## config.mk

```make
export PLATFORM = sky130hd
export DESIGN_NAME = button_press_classifier_flat
export DESIGN_NICKNAME = d
export VERILOG_FILES = /design/src/rtl/button_press_classifier_if.sv /design/src/rtl/button_press_classifier.sv /design/src/flat_wrapper.sv
export SDC_FILE = /design/constraint.sdc
export NUM_CORES = 1
export LEC_CHECK = 0
export ABC_AREA = 1
export BUFFER_PORTS_ARGS = -buffer_cell sky130_fd_sc_hd__buf_4
export CORE_MARGIN = 1
export CORE_UTILIZATION = 30
export DETAILED_ROUTE_END_ITERATION = 16
export PLACE_DENSITY = 0.55
export SLEW_MARGIN = 40
export SYNTH_ARGS = -nofsm -noshare
export SYNTH_HDL_FRONTEND = slang
export SYNTH_SLANG_ARGS = --single-unit
```

## constraint.sdc

```tcl
create_clock -name clk -period 2 [get_ports clk]
set_input_delay 0.3 -clock clk [delete_from_list [all_inputs] [get_ports clk]]
set_output_delay 0.3 -clock clk [all_outputs]
set_load 0.05 [all_outputs]
```

## src/rtl/button_press_classifier_if.sv

```systemverilog
// ---------------------------------------------------------------------------
// button_press_classifier_if
// Key-pin bundle between the board keys / control logic and the classifier.
//   in            raw asynchronous key inputs, one bit per lane
//   repeat_en     per-lane auto-repeat enable
//   pressed       debounced level, 1 = held
//   short_press   1-cycle pulse on release of a short press
//   long_press    1-cycle pulse when the hold reaches the long threshold
//   repeat_press  1-cycle auto-repeat pulse while a long press is held
// master = key/control side (drives in, repeat_en), slave = classifier.
// ---------------------------------------------------------------------------
interface button_press_classifier_if #(
  parameter int CHANNELS = 4
);
  logic [CHANNELS-1:0] in;
  logic [CHANNELS-1:0] repeat_en;
  logic [CHANNELS-1:0] pressed;
  logic [CHANNELS-1:0] short_press;
  logic [CHANNELS-1:0] long_press;
  logic [CHANNELS-1:0] repeat_press;

  modport master (
    output in, repeat_en,
    input  pressed, short_press, long_press, repeat_press
  );

  modport slave (
    input  in, repeat_en,
    output pressed, short_press, long_press, repeat_press
  );
endinterface

```

## src/rtl/button_press_classifier.sv

```systemverilog
// ---------------------------------------------------------------------------
// button_press_classifier
// Multi-lane push-button front end. Each lane: 2-FF synchroniser, polarity
// normalise, debouncer, then a classifier FSM that emits one-cycle
// short / long / auto-repeat strobes. Lanes are fully independent.
//   clk    system clock, rising edge
//   reset  synchronous, active-high
//   bus    button_press_classifier_if.slave (in, repeat_en -> pressed,
//          short_press, long_press, repeat_press)
// All outputs are registered.
// ---------------------------------------------------------------------------

// One key lane.
//   key        raw asynchronous key pin
//   repeat_en  auto-repeat enable, used directly (synchronous control input)
//   pressed    debounced level
//   short_press / long_press / repeat_press  one-cycle event strobes
module button_lane #(
  parameter int DEB_CYC    = 1,
  parameter int LONG_CYC   = 1,
  parameter int REP_CYC    = 1,
  parameter bit ACTIVE_LOW = 1'b1
) (
  input  logic clk,
  input  logic reset,
  input  logic key,
  input  logic repeat_en,
  output logic pressed,
  output logic short_press,
  output logic long_press,
  output logic repeat_press
);
  localparam int DEB_W  = $clog2(DEB_CYC + 1);
  localparam int HOLD_W = $clog2(LONG_CYC + 1);
  localparam int REP_W  = $clog2(REP_CYC + 1);

  // Raw level of a released key; the synchroniser is preloaded with it so
  // reset never looks like a press edge.
  localparam logic REL_LVL = ACTIVE_LOW;

  typedef enum logic [1:0] {IDLE, SHORT, LONG} state_t;

  // ---------------- synchroniser + debouncer ----------------
  logic             sync1, sync2;
  logic             lvl;
  logic [DEB_W-1:0] deb_cnt;

  assign lvl = sync2 ^ ACTIVE_LOW;

  always_ff @(posedge clk) begin
    if (reset) begin
      sync1   <= REL_LVL;
      sync2   <= REL_LVL;
      pressed <= 1'b0;
      deb_cnt <= '0;
    end else begin
      sync1 <= key;
      sync2 <= sync1;
      if (lvl != pressed) begin
        // DEB_CYC-th consecutive disagreement flips the level
        if (deb_cnt == DEB_W'(DEB_CYC - 1)) begin
          pressed <= lvl;
          deb_cnt <= '0;
        end else begin
          deb_cnt <= deb_cnt + 1'b1;
        end
      end else begin
        deb_cnt <= '0;
      end
    end
  end

  // ---------------- classifier FSM ----------------
  state_t            state_q, state_d;
  logic [HOLD_W-1:0] hold_q, hold_d;
  logic [REP_W-1:0]  rep_q, rep_d;
  logic              short_d, long_d, repeat_d;

  always_ff @(posedge clk) begin
    if (reset) begin
      state_q      <= IDLE;
      hold_q       <= '0;
      rep_q        <= '0;
      short_press  <= 1'b0;
      long_press   <= 1'b0;
      repeat_press <= 1'b0;
    end else begin
      state_q      <= state_d;
      hold_q       <= hold_d;
      rep_q        <= rep_d;
      short_press  <= short_d;
      long_press   <= long_d;
      repeat_press <= repeat_d;
    end
  end

  always_comb begin
    state_d  = state_q;
    hold_d   = hold_q;
    rep_d    = rep_q;
    short_d  = 1'b0;
    long_d   = 1'b0;
    repeat_d = 1'b0;
    case (state_q)
      IDLE: begin
        if (pressed) begin
          hold_d = HOLD_W'(1);
          // A one-cycle long threshold is already met on entry.
          if (LONG_CYC <= 1) begin
            state_d = LONG;
            long_d  = 1'b1;
            rep_d   = '0;
          end else begin
            state_d = SHORT;
          end
        end
      end
      SHORT: begin
        // Release is checked first so it wins over reaching LONG_CYC.
        if (!pressed) begin
          state_d = IDLE;
          short_d = 1'b1;
          hold_d  = '0;
        end else if (hold_q >= HOLD_W'(LONG_CYC - 1)) begin
          state_d = LONG;
          long_d  = 1'b1;
          hold_d  = HOLD_W'(LONG_CYC);
          rep_d   = '0;
        end else begin
          hold_d = hold_q + 1'b1;
        end
      end
      LONG: begin
        if (!pressed) begin
          state_d = IDLE;
          hold_d  = '0;
          rep_d   = '0;
        end else if (!repeat_en) begin
          // Disabled repeat parks the interval counter, so re-enabling
          // always gives a full interval before the next pulse.
          rep_d = '0;
        end else if (rep_q == REP_W'(REP_CYC - 1)) begin
          repeat_d = 1'b1;
          rep_d    = '0;
        end else begin
          rep_d = rep_q + 1'b1;
        end
      end
      default: begin
        state_d = IDLE;
        hold_d  = '0;
        rep_d   = '0;
      end
    endcase
  end
endmodule

module button_press_classifier #(
  parameter int CHANNELS      = 4,
  parameter int CLK_PERIOD_ns = 20,
  parameter int DEBOUNCE_ns   = 5_000_000,
  parameter int LONG_ns       = 500_000_000,
  parameter int REPEAT_ns     = 100_000_000,
  parameter bit ACTIVE_LOW    = 1'b1
) (
  input  logic                        clk,
  input  logic                        reset,
  button_press_classifier_if.slave    bus
);
  // Cycle counts, floored at 1 so tiny times still behave sanely.
  localparam int DEB_RAW  = DEBOUNCE_ns / CLK_PERIOD_ns;
  localparam int LONG_RAW = LONG_ns / CLK_PERIOD_ns;
  localparam int REP_RAW  = REPEAT_ns / CLK_PERIOD_ns;
  localparam int DEB_CYC  = (DEB_RAW  < 1) ? 1 : DEB_RAW;
  localparam int LONG_CYC = (LONG_RAW < 1) ? 1 : LONG_RAW;
  localparam int REP_CYC  = (REP_RAW  < 1) ? 1 : REP_RAW;

  logic [CHANNELS-1:0] pressed_w;
  logic [CHANNELS-1:0] short_w;
  logic [CHANNELS-1:0] long_w;
  logic [CHANNELS-1:0] repeat_w;

  for (genvar g = 0; g < CHANNELS; g++) begin : g_lane
    button_lane #(
      .DEB_CYC    (DEB_CYC),
      .LONG_CYC   (LONG_CYC),
      .REP_CYC    (REP_CYC),
      .ACTIVE_LOW (ACTIVE_LOW)
    ) u_lane (
      .clk          (clk),
      .reset        (reset),
      .key          (bus.in[g]),
      .repeat_en    (bus.repeat_en[g]),
      .pressed      (pressed_w[g]),
      .short_press  (short_w[g]),
      .long_press   (long_w[g]),
      .repeat_press (repeat_w[g])
    );
  end

  assign bus.pressed      = pressed_w;
  assign bus.short_press  = short_w;
  assign bus.long_press   = long_w;
  assign bus.repeat_press = repeat_w;
endmodule

```

## src/flat_wrapper.sv

```systemverilog
// flat-port wrapper written by rule: the top's interface ports become plain ports
module button_press_classifier_flat 
#(
  parameter int CHANNELS      = 4,
  parameter int CLK_PERIOD_ns = 20,
  parameter int DEBOUNCE_ns   = 5_000_000,
  parameter int LONG_ns       = 500_000_000,
  parameter int REPEAT_ns     = 100_000_000,
  parameter bit ACTIVE_LOW    = 1'b1
)
  (clk, reset, bus_in, bus_repeat_en, bus_pressed, bus_short_press, bus_long_press, bus_repeat_press);
  button_press_classifier_if #(.CHANNELS(CHANNELS)) bus_i ();
  input  logic clk;
  input  logic reset;
  input wire logic [$bits(bus_i.in)-1:0] bus_in;
  input wire logic [$bits(bus_i.repeat_en)-1:0] bus_repeat_en;
  output wire logic [$bits(bus_i.pressed)-1:0] bus_pressed;
  output wire logic [$bits(bus_i.short_press)-1:0] bus_short_press;
  output wire logic [$bits(bus_i.long_press)-1:0] bus_long_press;
  output wire logic [$bits(bus_i.repeat_press)-1:0] bus_repeat_press;
  assign bus_i.in = bus_in;
  assign bus_i.repeat_en = bus_repeat_en;
  assign bus_pressed = bus_i.pressed;
  assign bus_short_press = bus_i.short_press;
  assign bus_long_press = bus_i.long_press;
  assign bus_repeat_press = bus_i.repeat_press;
  button_press_classifier #(.CHANNELS(CHANNELS), .CLK_PERIOD_ns(CLK_PERIOD_ns), .DEBOUNCE_ns(DEBOUNCE_ns), .LONG_ns(LONG_ns), .REPEAT_ns(REPEAT_ns), .ACTIVE_LOW(ACTIVE_LOW)) u_core (.clk(clk), .reset(reset), .bus(bus_i));
endmodule
```

# Word level (Yosys, flattened, before mapping)
# Index checks and enable logic that the tools add are counted.
[totals]
latchBits = 0
reg_bits = 296
output_inout_bits = 16
mem_count = 0
romBits = 0
in_bits = 10
wordCells = 236
ramBits = 0
[classes]
n_div = 0
addsub = 12
muxes = 76
multipliers = 0
magnitude_cmp = 4
bitwise = 28
n_reduce_logical = 36
n_shift = 0
n_eq_ne = 40
[op_table]
columns = ["op", "n"]
rows = [
  ["two-way mux 23 bit", 20],
  ["two-way mux 25 bit", 16],
  ["case mux 25 bit (3 select lines)", 4],
  ["case mux 23 bit (3 select lines)", 4],
  ["adder 25 x 1 -> 25 bit, second input constant", 4],
  ["greater-or-equal comparator 25 bit, second input constant", 4],
  ["adder 23 x 1 -> 23 bit, second input constant", 4],
  ["equality test 23 bit, second input constant", 4],
  ["adder 18 x 1 -> 18 bit, second input constant", 4],
  ["equality test 18 bit, second input constant", 4],
  ["two-way mux 2 bit", 16],
  ["inequality test 2 bit, second input constant", 16],
  ["NOT 1 bit", 28],
  ["case mux 2 bit (3 select lines)", 4],
  ["AND reduction 3 bit", 8],
  ["OR reduction 3 bit", 8],
  ["AND reduction 2 bit", 8],
  ["OR reduction 4 bit", 4],
  ["two-way mux 1 bit", 12],
  ["inequality test 3 bit, second input constant", 4],
  ["equality test 2 x 1 -> 1 bit, second input constant", 4],
  ["equality test 2 bit, second input constant", 4],
  ["zero test 2 bit", 4],
  ["OR reduction 2 bit", 4],
  ["inequality test 1 bit", 4],
]

# Longest topological paths before layout
# Gate-level depths: netlist of run 1.
[logic_depth]
depth_word = 5
depth_mapped = 13
depth_no_buf = 13

# Cells and area by module
# Synthesis of run 1 repeated with hierarchy kept, for this count alone.
[unflattened]
cells_unflattened = 2772
area_unflattened_um2 = 18632.9
[by_module_without_submodules]
columns = ["module", "seq_area_each_um2", "cells_per_inst", "area_per_inst_um2", "n_inst"]
rows = [
  ["button_lane at u_core.g_lane[0].u_lane ...", 1481.4, 701, 4709.5, 3],
  ["button_lane at u_core.g_lane[3].u_lane", 1481.4, 669, 4504.3, 1],
]

# Least setup slack after synthesis of run 1
# No wires, ideal clock.
[synth_timing]
path_kind = "flip-flop to flip-flop"
from = "register u_core.g_lane[0].u_lane.hold_q[0]"
to = "register u_core.g_lane[0].u_lane.rep_q[12]"
stages_incl_launch_ff = 12
arrival_ns = 1.544
slack_ns = 0.310
synth_period_minus_slack_ns = 1.690
n_path_buf = 1
t_required_ns = 1.854
setup_ns = 0.146
cell_sequence = "dfxtp_1 -> ha_1 -> inv_2 -> nor2_2 -> nand2_1 -> nor2_4 -> nand3_2 -> nand3_4 -> nand2_4 -> buf_8 -> nand3_2 -> a21oi_1"
[synth_between]
elab_chain_cells = 3
[synth_lines]
columns = ["item", "line_no", "rtl"]
rows = [
  ["from (decl)", "button_press_classifier.sv:75", "logic [HOLD_W-1:0] hold_q, hold_d;"],
  ["from (signal assigned)", "button_press_classifier.sv:89", "hold_q <= hold_d;"],
  ["greater-or-equal comparator 25 bit", "button_press_classifier.sv:124", "end else if (hold_q >= HOLD_W'(LONG_CYC - 1)) begin"],
  ["inequality test 2 bit (no line)", "--", ""],
  ["AND reduction 3 bit (no line)", "--", ""],
  ["to (signal assigned)", "button_press_classifier.sv:90", "rep_q <= rep_d;"],
  ["to (decl)", "button_press_classifier.sv:76", "logic [REP_W-1:0] rep_q, rep_d;"],
]
# No other way between the ends.
# A chain may end at the register's enable or synchronous reset.

# Worst setup path after layout of run 1
[layout_timing]
from = "register u_core.g_lane[1].u_lane.hold_q[1]"
to = "register u_core.g_lane[1].u_lane.hold_q[24]"
[layout_between]
elab_chain_cells = 4
elab_cells_between_ends = 5
classes_between = "1 x add/sub; 1 x order compare; 3 x mux"
[layout_lines]
columns = ["item", "line_no", "rtl"]
rows = [
  ["from (decl)", "button_press_classifier.sv:75", ""],
  ["from (signal assigned)", "button_press_classifier.sv:89", ""],
  ["adder 25 x 1 -> 25 bit / greater-or-equal comparator 25 bit (equally long branches)", "button_press_classifier.sv:130, button_press_classifier.sv:124", ""],
  ["two-way mux 25 bit *", "button_press_classifier.sv:124", ""],
  ["two-way mux 25 bit *", "button_press_classifier.sv:120", "if (!pressed) begin"],
  ["case mux 25 bit (3 select lines) *", "button_press_classifier.sv:104", "case (state_q)"],
]
# Mark *: on every way between the ends. The rest lies on a longest branch, timed or not.

==> impl_metrics.yaml, run 1 <==
sta:
  worst-slew-pin-transition_ns: 0.5485
  maxSlewHeadroom: 0.6340
  fin_crit_sh: 0.9144
  setup_violations: 0
  rsz0062_at_grt: "false"
  finalWorstPathRequiredPeriod_ns: 1.829
  fin_ws_ns: 0.1712
  hold_violations: 0
  pins_over_slew_limit: 0
  setup_total_negative_slack_ns: 0
  timing.fmax_ghz: 0.5468
  worst_clock_skew_ns: 0.02213
logic_synthesis:
  syn_area_per_cell_um2: 6.496
  postSynthRegisterBits: 296
  ys_types: 55
  synthesis.area_mm2: 0.01796
  ys.warnings.count: 0
  yosysSeqAreaShare: 0.3299
  syn_nets: 2787
  synthCells: 2765
clocking:
  cts_max_path_buffers: 3
  cts.sinks: 296
  numCtsBuffers: 37
  clock_tree_from_tritoncts: "built"
  cts_setup_buffers: 0
  insertion_delay_ns: 0.56
  cts-htree-levels: 2
  clkSlewWorstSetupHoldPaths_ns: 0.06
  clock_tree.root_cell: "sky130_fd_sc_hd__clkbuf_16"
finish:
  mostFrequentLayoutCell: "sky130_fd_sc_hd__nand2_1"
  final_non_filler_cells: 3608
  area_delta_synth_final_pct: 13.83
  antenna-diode-count: 0
  finalCoreUtilization: 0.3458
  finalNetCount: 2831
  mostFrequentLayoutCells: "656 x sky130_fd_sc_hd__nand2_1, 413 x sky130_fd_sc_hd__nor2_1, 296 x sky130_fd_sc_hd__dfxtp_1"
  drive_above_1_share: 0.1160
  nFillCells: 6368
outcome:
  status: "finished, violations left"
  violated_checks: "DRC"
power:
  power_density_mw_per_mm2: 631.4
  p_leak_nw: 7.104
  vdd_ir_drop_max_mv: 0.6257
floorplanning:
  design.die.area_mm2: 0.06086
  dieHeight_um: 246.7
  num_rows: 89
  top_level_ports: 26
  die-width_um: 246.7
  total_core_area_mm2: 0.05913
  start_util: 0.3038
global_routing:
  grt_first_pass_wirelength_um: 79030
  grt_pass1_vias: 15690
  largest_net_degree_at_the_start_of_global_routing: 43
  globalRouteOverflowTotal: 0
  antenna_violations_before_repair: 0
  globalRouteTotalUtil: 0.1542
detailed_routing:
  num_vias: 17160
  wire_per_inst_um: 12.92
  antenna_violating_nets_post_route: 0
  drt-initial-drc-count: 1069
  drc_errors: 3
  wirelength_um: 46610
  route.detailed.vias_per_inst: 4.756
  firstDrtPassIters: 12
worst_setup_path:
  critical_path_arrival_ns: 2.30
  cp-start-kind: "register"
  timing.critical_path.to_type: "register"
  required_ns: 2.47
  critical_setup_path_kind: "reg2reg"
  critical_path_peak_fanout: 5
place:
  post_placement_setup_slack_ns: 0.1074
  finalWeightedCongestion: 0.9072
  placement.io_buffers: 25
  dpl.hpwl_um: 33640
  placed_cells_incl_taps: 3538
worst_hold_path:
  worst_hold_path_type: "in2reg"
job:
  max_cap_violations: 0
what timing repair did:
action,in CTS,in global routing
resized for setup,0,7
setup endpoints to repair,0,44
hold buffers,5,0
hold endpoints to repair,5,0
layout make-up:
cell class | count | area (um2) | area share
clock inverters | 17 | 192.7 | 0.009424
inverters | 296 | 1116 | 0.05459
clock buffers | 48 | 1017 | 0.04975
repair buffers | 93 | 777.0 | 0.03800
multi-input cells | 2085 | 10450 | 0.5111
flip-flops and latches | 296 | 5926 | 0.2898
well taps | 773 | 967.2 | 0.04730
metrics by stage:
stage	power, mW	hold WS (ns)	area [um2]
detailed placement	6.251	0.3942	19150
finish	12.91	0.09041	20450
global route	13.45	0.07168	20450
floorplan	6.159	0.3895	17960
CTS	13.19	0.05233	20410
global placement	6.250	0.3930	19150
path summary, 6_finish.rpt:
check,from,to,slack [ns],depth (start not counted)
max reg2reg,u_core.g_lane[1].u_lane.hold_q[1]$_SDFFE_PP0P_,u_core.g_lane[1].u_lane.hold_q[24]$_SDFFE_PP0P_,0.17,11
min reg2reg,u_core.g_lane[2].u_lane.sync1$_SDFF_PP1_,u_core.g_lane[2].u_lane.sync2$_SDFF_PP1_,0.41,1
max,u_core.g_lane[1].u_lane.hold_q[1]$_SDFFE_PP0P_,u_core.g_lane[1].u_lane.hold_q[24]$_SDFFE_PP0P_,0.17,11
min,bus_repeat_en[2],u_core.g_lane[2].u_lane.rep_q[13]$_SDFFE_PP0P_,0.09,3
worst max-delay path: stages, from the launching register on:
cell                      delay [ns]
sky130_fd_sc_hd__dfxtp_1        0.36
sky130_fd_sc_hd__ha_1           0.22
sky130_fd_sc_hd__nand2_1        0.08
sky130_fd_sc_hd__nor2_2         0.17
sky130_fd_sc_hd__nand2_1        0.11
sky130_fd_sc_hd__nor2_2         0.16
sky130_fd_sc_hd__inv_1          0.12
sky130_fd_sc_hd__nor2_4         0.14
sky130_fd_sc_hd__nand4_1        0.13
sky130_fd_sc_hd__nand2_1        0.09
sky130_fd_sc_hd__nand2_1        0.05
sky130_fd_sc_hd__a21oi_1        0.12
flip-flops by register name, indices dropped and copies added, names as in the netlist:
| name | flops |
|---|---|
| u_core.g_lane.u_lane.long_press | 4 |
| u_core.g_lane.u_lane.sync1 | 4 |
| u_core.g_lane.u_lane.deb_cnt | 72 |
| u_core.g_lane.u_lane.short_press | 4 |
| u_core.g_lane.u_lane.pressed | 4 |
| u_core.g_lane.u_lane.rep_q | 92 |
| u_core.g_lane.u_lane.hold_q | 100 |
| u_core.g_lane.u_lane.repeat_press | 4 |
| u_core.g_lane.u_lane.state_q | 8 |
| u_core.g_lane.u_lane.sync2 | 4 |
power by group:
part	leakage [nW]	total (mW)	switching, mW	internal, mW
logic	4.11	0.209	0.151	0.0587
registers	2.38	5.91	0.00670	5.91
clock network	0.608	6.79	2.69	4.10
metal layers:
metal  wire (um)  GRT usage
met2       20270     0.2438
met5           0          0
met4         668    0.03286
met1       23660     0.2166
met3        2003    0.02778
cells in the mapped netlist, drive strengths merged:
| cell | number | share of area |
|---|---|---|
| a211oi | 4 | 0.0017 |
| a21boi | 1 | 0.00042 |
| a21oi | 172 | 0.053 |
| a2bb2oi | 2 | 0.00098 |
| a31o | 1 | 0.00049 |
| a31oi | 9 | 0.0031 |
| and2 | 5 | 0.0017 |
| buf | 60 | 0.022 |
| clkbuf | 28 | 0.0059 |
| clkinv | 3 | 0.00063 |
| dfxtp | 296 | 0.33 |
| ha | 12 | 0.0084 |
| inv | 293 | 0.061 |
| nand2 | 675 | 0.14 |
| nand3 | 322 | 0.10 |
| nand3b | 14 | 0.0059 |
| nand4 | 79 | 0.028 |
| nor2 | 449 | 0.10 |
| nor3 | 96 | 0.032 |
| nor3b | 11 | 0.0049 |
| nor4 | 21 | 0.0081 |
| o211ai | 1 | 0.00042 |
| o21a | 4 | 0.0017 |
| o21ai | 72 | 0.020 |
| o21bai | 2 | 0.00084 |
| o221ai | 1 | 0.00049 |
| o22ai | 3 | 0.0010 |
| o311ai | 4 | 0.0020 |
| o31ai | 1 | 0.00042 |
| or2 | 26 | 0.0091 |
| xnor2 | 21 | 0.010 |
| xor2 | 77 | 0.038 |
logic make-up (layout without fill, tap and decap cells):
kind of cell    Yosys count  count (layout)  synth area share
buf+inv                 384             454           0.09000
xor+xnor                 98              98           0.04779
compound gates          277             277           0.08693
flops                   296             296            0.3299
simple gates           1698            1698            0.4370
fa+ha+maj                12              12          0.008359
No activity file was read; power rests on OpenSTA's default activity.
==> run 2, diff against run 1 <==
CORE_MARGIN = 8   (was 1)
REMOVE_ABC_BUFFERS = 1   (was default)
==> impl_metrics.yaml, run 2 (synthesis gave the netlist of run 1 again) <==
finish:
  finalNetCount: 2839
  max_flop_register: "u_core.g_lane.u_lane.hold_q"
  mostFrequentLayoutCells: "656 x sky130_fd_sc_hd__nand2_1, 414 x sky130_fd_sc_hd__nor2_1, 295 x sky130_fd_sc_hd__dfxtp_1"
  postLayoutCellArea_mm2: 0.02051
  mostFrequentLayoutCell: "sky130_fd_sc_hd__nand2_1"
  layout_top_registers: "u_core.g_lane.u_lane.hold_q (100), u_core.g_lane.u_lane.rep_q (92), u_core.g_lane.u_lane.deb_cnt (72)"
  drive_above_1_share: 0.1185
  max_ffs_per_register: 100
  area_delta_synth_final_pct: 14.16
  final_non_filler_cells: 3618
global_routing:
  globalRouteTotalUtil: 0.1385
  globalRouteOverflowTotal: 0
  grt_pass1_vias: 16370
  antenna_violations_before_repair: 1
  largest_net_degree_at_the_start_of_global_routing: 37
  grt_first_pass_wirelength_um: 80380
place:
  post_place_cell_area_mm2: 0.01918
  placement.io_buffers: 25
  finalWeightedCongestion: 0.9059
  placed_cells_incl_taps: 3546
  dpl.hpwl_um: 34450
floorplanning:
  start_util: 0.3038
  num_rows: 89
  top_level_ports: 26
  design.die.area_mm2: 0.06796
  total_core_area_mm2: 0.05913
  dieHeight_um: 260.7
  die-width_um: 260.7
worst_setup_path:
  worst_path_max_delay_cell: "sky130_fd_sc_hd__dfxtp_1"
  critical_path_peak_fanout: 23
  required_ns: 2.43
  cp_slowest_stage_delay_ns: 0.37
  crit_path_cell_trace: "ha_1, inv_1, nor2_4, nand3_1, nor2_1, nand2_1, nand3_2, nand2_2, buf_12, nand3_1, a21oi_1"
  critical_path.most_common_cell: "sky130_fd_sc_hd__nand3_1"
  critical_setup_path_kind: "reg2reg"
  timing.critical_path.to_type: "register"
  critical_path_arrival_ns: 2.24
  cp-start-kind: "register"
clocking:
  cts-htree-levels: 2
  cts_setup_buffers: 0
  cts.sinks: 296
  clkSlewWorstSetupHoldPaths_ns: 0.06
  cts_max_path_buffers: 3
  clock_tree.root_cell: "sky130_fd_sc_hd__clkbuf_16"
  numCtsBuffers: 38
  insertion_delay_ns: 0.55
  clock_tree_from_tritoncts: "built"
sta:
  fin_crit_sh: 0.9067
  hold_violations: 0
  rsz0062_at_grt: "false"
  worst-slew-pin-transition_ns: 0.4944
  fin_hold_ws_ns: 0.09981
  finalWorstPathRequiredPeriod_ns: 1.813
  timing.fmax_ghz: 0.5515
  setup_violations: 0
  setup_total_negative_slack_ns: 0
  pins_over_slew_limit: 0
  maxSlewHeadroom: 0.6678
  worst_clock_skew_ns: 0.01757
detailed_routing:
  num_vias: 17180
  firstDrtPassIters: 6
  wire_per_inst_um: 13.02
  drt-initial-drc-count: 980
  antenna_violating_nets_post_route: 0
  wirelength_um: 47110
  route.detailed.vias_per_inst: 4.747
  drc_errors: 0
worst_hold_path:
  worst_hold_path_type: "in2reg"
power:
  power_density_mw_per_mm2: 633.1
  fin_total_pwr_mw: 12.98
  p_leak_nw: 7.157
  vdd_ir_drop_max_mv: 0.5404
outcome:
  status: "finished, final reports clean"
job:
  max_cap_violations: 0
run 2: path summary, 6_finish.rpt:
path,startpoint,to,slack [ns],depth (start not counted)
worst max register to register,u_core.g_lane[2].u_lane.hold_q[0]$_SDFFE_PP0P_,u_core.g_lane[2].u_lane.rep_q[19]$_SDFFE_PP0P_,0.19,11
worst min register to register,u_core.g_lane[1].u_lane.sync1$_SDFF_PP1_,u_core.g_lane[1].u_lane.sync2$_SDFF_PP1_,0.40,1
worst min-delay path,bus_repeat_en[2],u_core.g_lane[2].u_lane.rep_q[9]$_SDFFE_PP0P_,0.1,3
worst max-delay path,u_core.g_lane[2].u_lane.hold_q[0]$_SDFFE_PP0P_,u_core.g_lane[2].u_lane.rep_q[19]$_SDFFE_PP0P_,0.19,11
run 2: area by class of cell:
cell class	count	area [um2]
antenna	1	2.502
clock buffer	56	1132
clock inverter	11	110.1
fill	6386	38620
inverter	296	1116
multi-input combinational	2085	10460
sequential	296	5927
tap	773	967.2
timing repair buffer	100	789.5
run 2: worst max-delay path, delay by kind of cell, from the launching register on:
family / cells / cell delay (ns)
simple gates: 7 / 0.79
flops: 1 / 0.37
buf+inv: 2 / 0.25
fa+ha+maj: 1 / 0.20
compound gates: 1 / 0.07
run 2: power by group:
group / leakage [nW] / switching [mW] / internal, mW / total [mW]
clock: 0.609 / 2.69 / 4.17 / 6.86
combinational: 4.16 / 0.151 / 0.0559 / 0.207
sequential: 2.39 / 0.00661 / 5.91 / 5.91
run 2: per-stage QoR:
step	setup WS, ns	utilization
after floorplan	-0.3679	-
after detailed placement	0.1097	0.3243
after global placement	0.1261	0.3243
after global routing	0.02587	0.3467
final	0.1866	0.3468
after CTS	0.08893	0.3460
run 2: repair_timing:
item,in CTS,in global routing
hold buffers,4,0
gates resized for setup,0,11
setup endpoints to repair,0,37
hold endpoints to repair,4,0
run 2: per-layer routing:
layer  track usage  part of all wire  vias up
met5             0                 0        -
met4       0.04638             0.025        0
met3       0.02183             0.042       76
met2        0.2234              0.44      283
met1        0.1867              0.50     7716
li1              -                 -     9101
